$ cat config.mk
export PLATFORM = sky130hd
export DESIGN_NAME = population_evaluation_scheduler
export DESIGN_NICKNAME = d
export VERILOG_FILES = /design/src/rtl/evo_pkg.sv /design/src/rtl/fitness_adder.sv /design/src/rtl/population_evaluation_scheduler.sv
export SDC_FILE = /design/constraint.sdc
export NUM_CORES = 1
export LEC_CHECK = 0
export CAP_MARGIN = 20
export CELL_PAD_IN_SITES_DETAIL_PLACEMENT = 0
export CELL_PAD_IN_SITES_GLOBAL_PLACEMENT = 1
export CORE_UTILIZATION = 46
export DETAILED_ROUTE_END_ITERATION = 10
export PLACE_DENSITY = 0.94
export SKIP_CTS_REPAIR_TIMING = 1
export SYNTH_ARGS = -nofsm -noshare
export SYNTH_HDL_FRONTEND = slang
export SYNTH_SLANG_ARGS = --single-unit
$ cat constraint.sdc
create_clock -name iClock -period 32.2 [get_ports iClock]
set_input_delay 4.83 -clock iClock [delete_from_list [all_inputs] [get_ports iClock]]
set_output_delay 4.83 -clock iClock [all_outputs]
set_load 0.01 [all_outputs]
$ cat src/rtl/evo_pkg.sv
`default_nettype none
// ============================================================================
// Module      : evo_pkg
// Description : Shared types and constants for the population evaluation
//               scheduler: error-sum geometry, fitness width, the packed
//               error-sum array type and the scheduler state encoding.
// Ports       : none (package)
// Revision    : 1.0 - initial release
// ============================================================================
package evo_pkg;

   localparam int ERR_LANES = 8;
   localparam int ERR_W     = 32;
   // 8 lanes of 32 bits need 3 extra bits for a wrap-free sum
   localparam int FIT_W     = 35;

   typedef logic [ERR_LANES-1:0][ERR_W-1:0] err_sums_t;

   typedef enum logic [2:0] {
      S_IDLE      = 3'd0,
      S_FLUSH     = 3'd1,
      S_SELECT    = 3'd2,
      S_START     = 3'd3,
      S_WAIT_DONE = 3'd4,
      S_ACCUM     = 3'd5,
      S_ACK       = 3'd6,
      S_FINISH    = 3'd7
   } sched_state_t;

endpackage
`default_nettype wire

$ cat src/rtl/fitness_adder.sv
`default_nettype none
// ============================================================================
// Module      : fitness_adder
// Description : Combinational reduction of the eight 32-bit evaluator error
//               lanes into one 35-bit fitness value (zero-extended sum).
// Ports       : iSums    - captured per-output error sums
//               oFitness - sum of all lanes
// Revision    : 1.0 - initial release
// ============================================================================
module fitness_adder
   import evo_pkg::*;
(
   input  err_sums_t        iSums,
   output logic [FIT_W-1:0] oFitness
);

   always_comb begin
      oFitness = '0;
      for (int i = 0; i < ERR_LANES; i++) begin
         oFitness = oFitness + FIT_W'(iSums[i]);
      end
   end

endmodule
`default_nettype wire

$ cat src/rtl/population_evaluation_scheduler.sv
`default_nettype none
// ============================================================================
// Module      : population_evaluation_scheduler
// Description : Walks the evaluator across one generation of chromosomes:
//               selects each index, starts the evaluator, captures its error
//               sums, writes the reduced fitness to the fitness memory and
//               tracks the lowest fitness seen.
// Ports       : iClock / iReset           - clock, async active-high reset
//               iStartGeneration          - start pulse (ignored when busy)
//               iPopulationSize           - chromosomes to evaluate
//               iStopOnZero               - end early on zero fitness
//               iReadyToProcess           - evaluator idle
//               iDoneProcessing           - evaluator result valid
//               iErrorSums                - evaluator per-output error sums
//               oStartProcessing          - start request to evaluator
//               oDoneProcessingFeedback   - result acknowledge to evaluator
//               oChromSelect              - chromosome under evaluation
//               oFitnessWrEn/Addr/Data    - fitness memory write port
//               oBestIndex / oBestFitness - best chromosome so far
//               oBusy / oGenerationDone   - status and end-of-generation pulse
// Revision    : 1.0 - initial release
// ============================================================================
module population_evaluation_scheduler
   import evo_pkg::*;
#(
   parameter int POP_SIZE = 16,
   parameter int IDX_W    = $clog2(POP_SIZE)
)(
   input  logic             iClock,
   input  logic             iReset,
   input  logic             iStartGeneration,
   input  logic [IDX_W:0]   iPopulationSize,
   input  logic             iStopOnZero,
   input  logic             iReadyToProcess,
   input  logic             iDoneProcessing,
   input  err_sums_t        iErrorSums,
   output logic             oStartProcessing,
   output logic             oDoneProcessingFeedback,
   output logic [IDX_W-1:0] oChromSelect,
   output logic             oFitnessWrEn,
   output logic [IDX_W-1:0] oFitnessAddr,
   output logic [FIT_W-1:0] oFitnessData,
   output logic [IDX_W-1:0] oBestIndex,
   output logic [FIT_W-1:0] oBestFitness,
   output logic             oBusy,
   output logic             oGenerationDone
);

   localparam logic [IDX_W:0] c_popSize = (IDX_W+1)'(POP_SIZE);

   sched_state_t     r_state;
   sched_state_t     w_stateNext;
   logic [IDX_W-1:0] r_index;
   logic [IDX_W-1:0] w_indexInc;
   logic [IDX_W-1:0] w_selectIndex;
   logic [IDX_W-1:0] r_chromSelect;
   logic [IDX_W:0]   r_count;
   logic [IDX_W:0]   w_countClamped;
   logic             r_stopOnZero;
   err_sums_t        r_sums;
   logic [FIT_W-1:0] w_fitness;
   logic [FIT_W-1:0] r_bestFitness;
   logic [IDX_W-1:0] r_bestIndex;
   logic             w_lastIndex;
   logic             w_stopHit;

   fitness_adder u_fitnessAdder (
      .iSums    (r_sums),
      .oFitness (w_fitness)
   );

   assign w_countClamped = (iPopulationSize > c_popSize) ? c_popSize : iPopulationSize;
   assign w_indexInc     = r_index + IDX_W'(1);
   // count is at least 1 whenever ACK is reached, so count-1 never wraps there
   assign w_lastIndex    = ({1'b0, r_index} == (r_count - (IDX_W+1)'(1)));
   assign w_stopHit      = r_stopOnZero && (w_fitness == '0);

   // The selected index is loaded only on entry to SELECT so the evaluator
   // sees a stable chromosome from SELECT through ACK.
   assign w_selectIndex  = (r_state == S_ACK)  ? w_indexInc :
                           (r_state == S_IDLE) ? '0 : r_index;

   // ---------------------------------------------------------------- state
   always_ff @(posedge iClock or posedge iReset) begin
      if (iReset) begin
         r_state <= S_IDLE;
      end else begin
         r_state <= w_stateNext;
      end
   end

   // ------------------------------------------------ next state / outputs
   always_comb begin
      w_stateNext             = r_state;
      oStartProcessing        = 1'b0;
      oDoneProcessingFeedback = 1'b0;
      oFitnessWrEn            = 1'b0;
      oFitnessAddr            = '0;
      oFitnessData            = '0;
      oGenerationDone         = 1'b0;
      oBusy                   = (r_state != S_IDLE);
      oChromSelect            = r_chromSelect;
      oBestIndex              = r_bestIndex;
      oBestFitness            = r_bestFitness;

      case (r_state)
         S_IDLE: begin
            if (iStartGeneration) begin
               if (w_countClamped == '0) begin
                  w_stateNext = S_FINISH;
               end else if (iDoneProcessing) begin
                  // evaluator still holds a result from an aborted run
                  w_stateNext = S_FLUSH;
               end else begin
                  w_stateNext = S_SELECT;
               end
            end
         end
         S_FLUSH: begin
            oDoneProcessingFeedback = 1'b1;
            w_stateNext             = S_SELECT;
         end
         S_SELECT: begin
            w_stateNext = S_START;
         end
         S_START: begin
            oStartProcessing = 1'b1;
            if (iReadyToProcess) begin
               w_stateNext = S_WAIT_DONE;
            end
         end
         S_WAIT_DONE: begin
            if (iDoneProcessing) begin
               w_stateNext = S_ACCUM;
            end
         end
         S_ACCUM: begin
            oFitnessWrEn = 1'b1;
            oFitnessAddr = r_index;
            oFitnessData = w_fitness;
            w_stateNext  = S_ACK;
         end
         S_ACK: begin
            oDoneProcessingFeedback = 1'b1;
            w_stateNext = (w_lastIndex || w_stopHit) ? S_FINISH : S_SELECT;
         end
         S_FINISH: begin
            oGenerationDone = 1'b1;
            w_stateNext     = S_IDLE;
         end
         default: begin
            w_stateNext = S_IDLE;
         end
      endcase
   end

   // ------------------------------------------------------------- datapath
   always_ff @(posedge iClock or posedge iReset) begin
      if (iReset) begin
         r_index       <= '0;
         r_count       <= '0;
         r_stopOnZero  <= 1'b0;
         r_sums        <= '0;
         r_bestFitness <= '0;
         r_bestIndex   <= '0;
         r_chromSelect <= '0;
      end else begin
         case (r_state)
            S_IDLE: begin
               if (iStartGeneration) begin
                  r_count       <= w_countClamped;
                  r_stopOnZero  <= iStopOnZero;
                  r_index       <= '0;
                  r_bestFitness <= '1;
                  r_bestIndex   <= '0;
               end
            end
            S_WAIT_DONE: begin
               if (iDoneProcessing) begin
                  r_sums <= iErrorSums;
               end
            end
            S_ACCUM: begin
               // strict compare: on ties the earlier (lower) index is kept
               if (w_fitness < r_bestFitness) begin
                  r_bestFitness <= w_fitness;
                  r_bestIndex   <= r_index;
               end
            end
            S_ACK: begin
               if (w_stateNext == S_SELECT) begin
                  r_index <= w_indexInc;
               end
            end
            default: begin
            end
         endcase

         if ((w_stateNext == S_SELECT) && (r_state != S_SELECT)) begin
            r_chromSelect <= w_selectIndex;
         end
      end
   end

endmodule
`default_nettype wire

==> impl_metrics.py <==
metrics = {
    "floorplanning": {
        "start_util_pct": 46.92,
        "die_area_um2": 46260,
        "ios": 354,
        "die_w_um": 215.1,
        "rows": 77,
        "fp.dieH_um": 215.1,
        "core-area_um2": 44510,
    },
    "logic_synthesis": {
        "yosys_warnings": 0,
        "syn_inst": 1953,
        "synth_area_leaders": "dfrtp_1 37%, fa_1 15%, mux2_2 11%",
        "yosysTopAreaCellShare_pct": 37.39,
        "post-synth-top-count-cell": "dfrtp_1",
        "synth_cell_types": 72,
        "synth.avg_cell_area_um2": 10.69,
        "synth_seq_cells": 312,
        "synth_fp_nets": 2486,
        "syn_area_um2": 20880,
        "seq_area_frac_synth_pct": 37.39,
        "synth_edf_count": 0,
        "synth_top_area_cell": "dfrtp_1",
        "async_flop_share_pct": 100.0,
        "synthTopCellsByCount": "312 x dfrtp_1, 295 x inv_1, 211 x mux2_2",
        "synth-main-ff-cell": "dfrtp_1",
    },
    "worst_setup_path": {
        "crit_top_cell": "fa_1",
        "crit_path_max_incr_delay_ns": 0.70,
        "critPathLaunchType": "flip-flop",
        "path_class": "flip-flop to primary output",
        "crit_fanout": 6,
        "cp.arrival_ns": 9.42,
        "required_ns": 27.37,
        "cp_slowest_cell": "o311ai_0",
        "endpoint_kind": "primary output",
    },
    "cells_and_area": {
        "drive_gt1_share_pct": 13.20,
        "nFillCells": 3688,
        "final_net_count": 2827,
        "area_delta_synth_final_pct": 25.46,
    },
    "cts": {
        "htree_num_levels": 2,
        "clkSinkCount": 312,
        "clock_path_buffers": 3,
        "clk_latency_ns": 0.56,
        "cts_root_buffer": "clkbuf_16",
        "clk_pin_slew_worst_paths_ns": 0.05,
        "cts_tree": "built",
        "cts-buffers-inserted": 37,
    },
    "routing": {
        "vias": 15693,
        "ant_nets": 0,
        "wl_per_cell_um": 19.84,
        "dr.pass1.iters": 7,
        "dr.first_iter.drc_count": 997,
        "wl_um": 57750,
        "viasPerCell": 5.391,
        "drcViolationCount": 0,
    },
    "placed_design": {
        "gp_congestion": 0.8682,
        "place_hpwl_um": 45820,
        "port_buffers": 353,
    },
    "sta": {
        "tns_ns": 0,
        "fin_crit_ns": 14.25,
        "relSlewSlack_pct": 35.70,
        "hold_viol_final": 0,
        "holdWs_ns": 0.5056,
        "timing.final.crit_share_pct": 44.26,
        "fmax_mhz": 70.16,
        "rsz0062_at_grt": "no",
        "skew_ns": 0.01328,
        "slew_violations": 0,
        "tightest_slew_ns": 0.9521,
        "setup_viol": 0,
    },
    "global_routing": {
        "grt.total_usage_pct": 25.25,
        "grt_max_degree": 189,
        "antenna_found_initial": 3,
        "grt_pass1_vias": 16262,
        "gr-total-overflow": 0,
        "grt_pass1_wl_um": 90110,
    },
    "worst_hold_path": {
        "hp-class": "flip-flop to flip-flop",
    },
    "run_status": {
        "status": "finished, final reports clean",
    },
    "run": {
        "max_cap_viol_count": 0,
    },
}
[placed cells by master (no fill, tap or decap), types with 5 or more instances in the layout]
cell type,n
inv_1,294
nand3b_1,5
clkinv_2,8
nand3_1,23
mux2_2,211
nand2_1,135
o21ai_0,117
xnor2_1,25
fa_1,159
a21o_1,46
clkbuf_8,5
o21a_1,11
or2_2,6
nor3_1,23
dfrtp_1,312
nand2b_1,21
o211ai_1,5
clkbuf_16,38
a211oi_1,8
or4_1,5
clkbuf_1,6
and3_1,22
and2_1,18
clkdlybuf4s50_1,353
or3_1,9
mux2i_1,28
a211o_1,5
buf_4,9
o311ai_0,6
xor2_1,23
nand4_1,14
ha_1,107
nor2b_1,10
and4_1,6
a31oi_1,9
nor2_1,84
o21bai_1,10
a21oi_1,59
[metrics by stage]
stage	instance area, µm²	worst slack, ns	utilization (%)	instances
floorplan	20880	18.74	-	1953
global placement	25020	18.84	56.22	2847
detailed placement	25020	18.58	56.22	2847
CTS	26200	17.95	58.86	2910
global route	26200	17.41	58.87	2911
finish	26200	17.95	58.87	2911
[worst paths after layout]
kind	to	cells after the start	start	slack, ns
setup / recovery	oFitnessData[32]	31	r_sums[0]	17.95
hold / removal	r_stopOnZero	1	r_stopOnZero	0.51
setup reg to reg	oBestFitness[20]	40	r_sums[0]	21.15
hold reg to reg	r_stopOnZero	1	r_stopOnZero	0.51
max in group asynchronous	oBestFitness[10]	3	iReset	25.88
min in group asynchronous	r_sums[246]	2	iReset	4.82
[final cells by class]
cell class                 instances  area, µm²  share of cell area [%]
clock buffer                      49       1042                   3.978
inverter                         295       1115                   4.255
tap                              592      740.7                   2.827
antenna                            1      2.502                0.009551
timing repair buffer             363       3621                   13.82
sequential                       312       7807                   29.80
multi-input combinational       1285      11740                   44.80
clock inverter                    14      133.9                  0.5110
[flip-flops by register name (all words and copies together), names as in the netlist]
register      cells
oBestFitness     35
r_index           4
r_state           3
oBestIndex        4
oChromSelect      4
r_sums          256
r_count           5
r_stopOnZero      1
[metal layers]
layer	routed length (µm)	share of wire [%]	track usage [%]
met5	24	0.042	0
met4	1569	2.7	7.376
met3	3566	6.2	5.138
met2	27790	48	41.79
met1	24800	43	33.55
[critical path, delay by kind of cell, from the launching register on]
family / cells / cell delay (ns)
compound gates: 16 / 3.99
fa+ha+maj: 7 / 2.93
buf+inv: 4 / 0.81
simple gates: 3 / 0.49
flops: 1 / 0.35
xor+xnor: 1 / 0.29
[kinds of logic after synthesis]
group	share of synthesized area, %
AND/OR/NAND/NOR	9.640
multiplexers	12.86
XOR/XNOR	2.013
flip-flops	37.39
adder cells (fa/ha/maj)	21.65
buffers and inverters	6.495
AO/OA/AOI/OAI	9.952
Power is left out: the tool's default activity adds up to more than one toggle a clock period on the data nets, which glitch-free logic cannot reach.
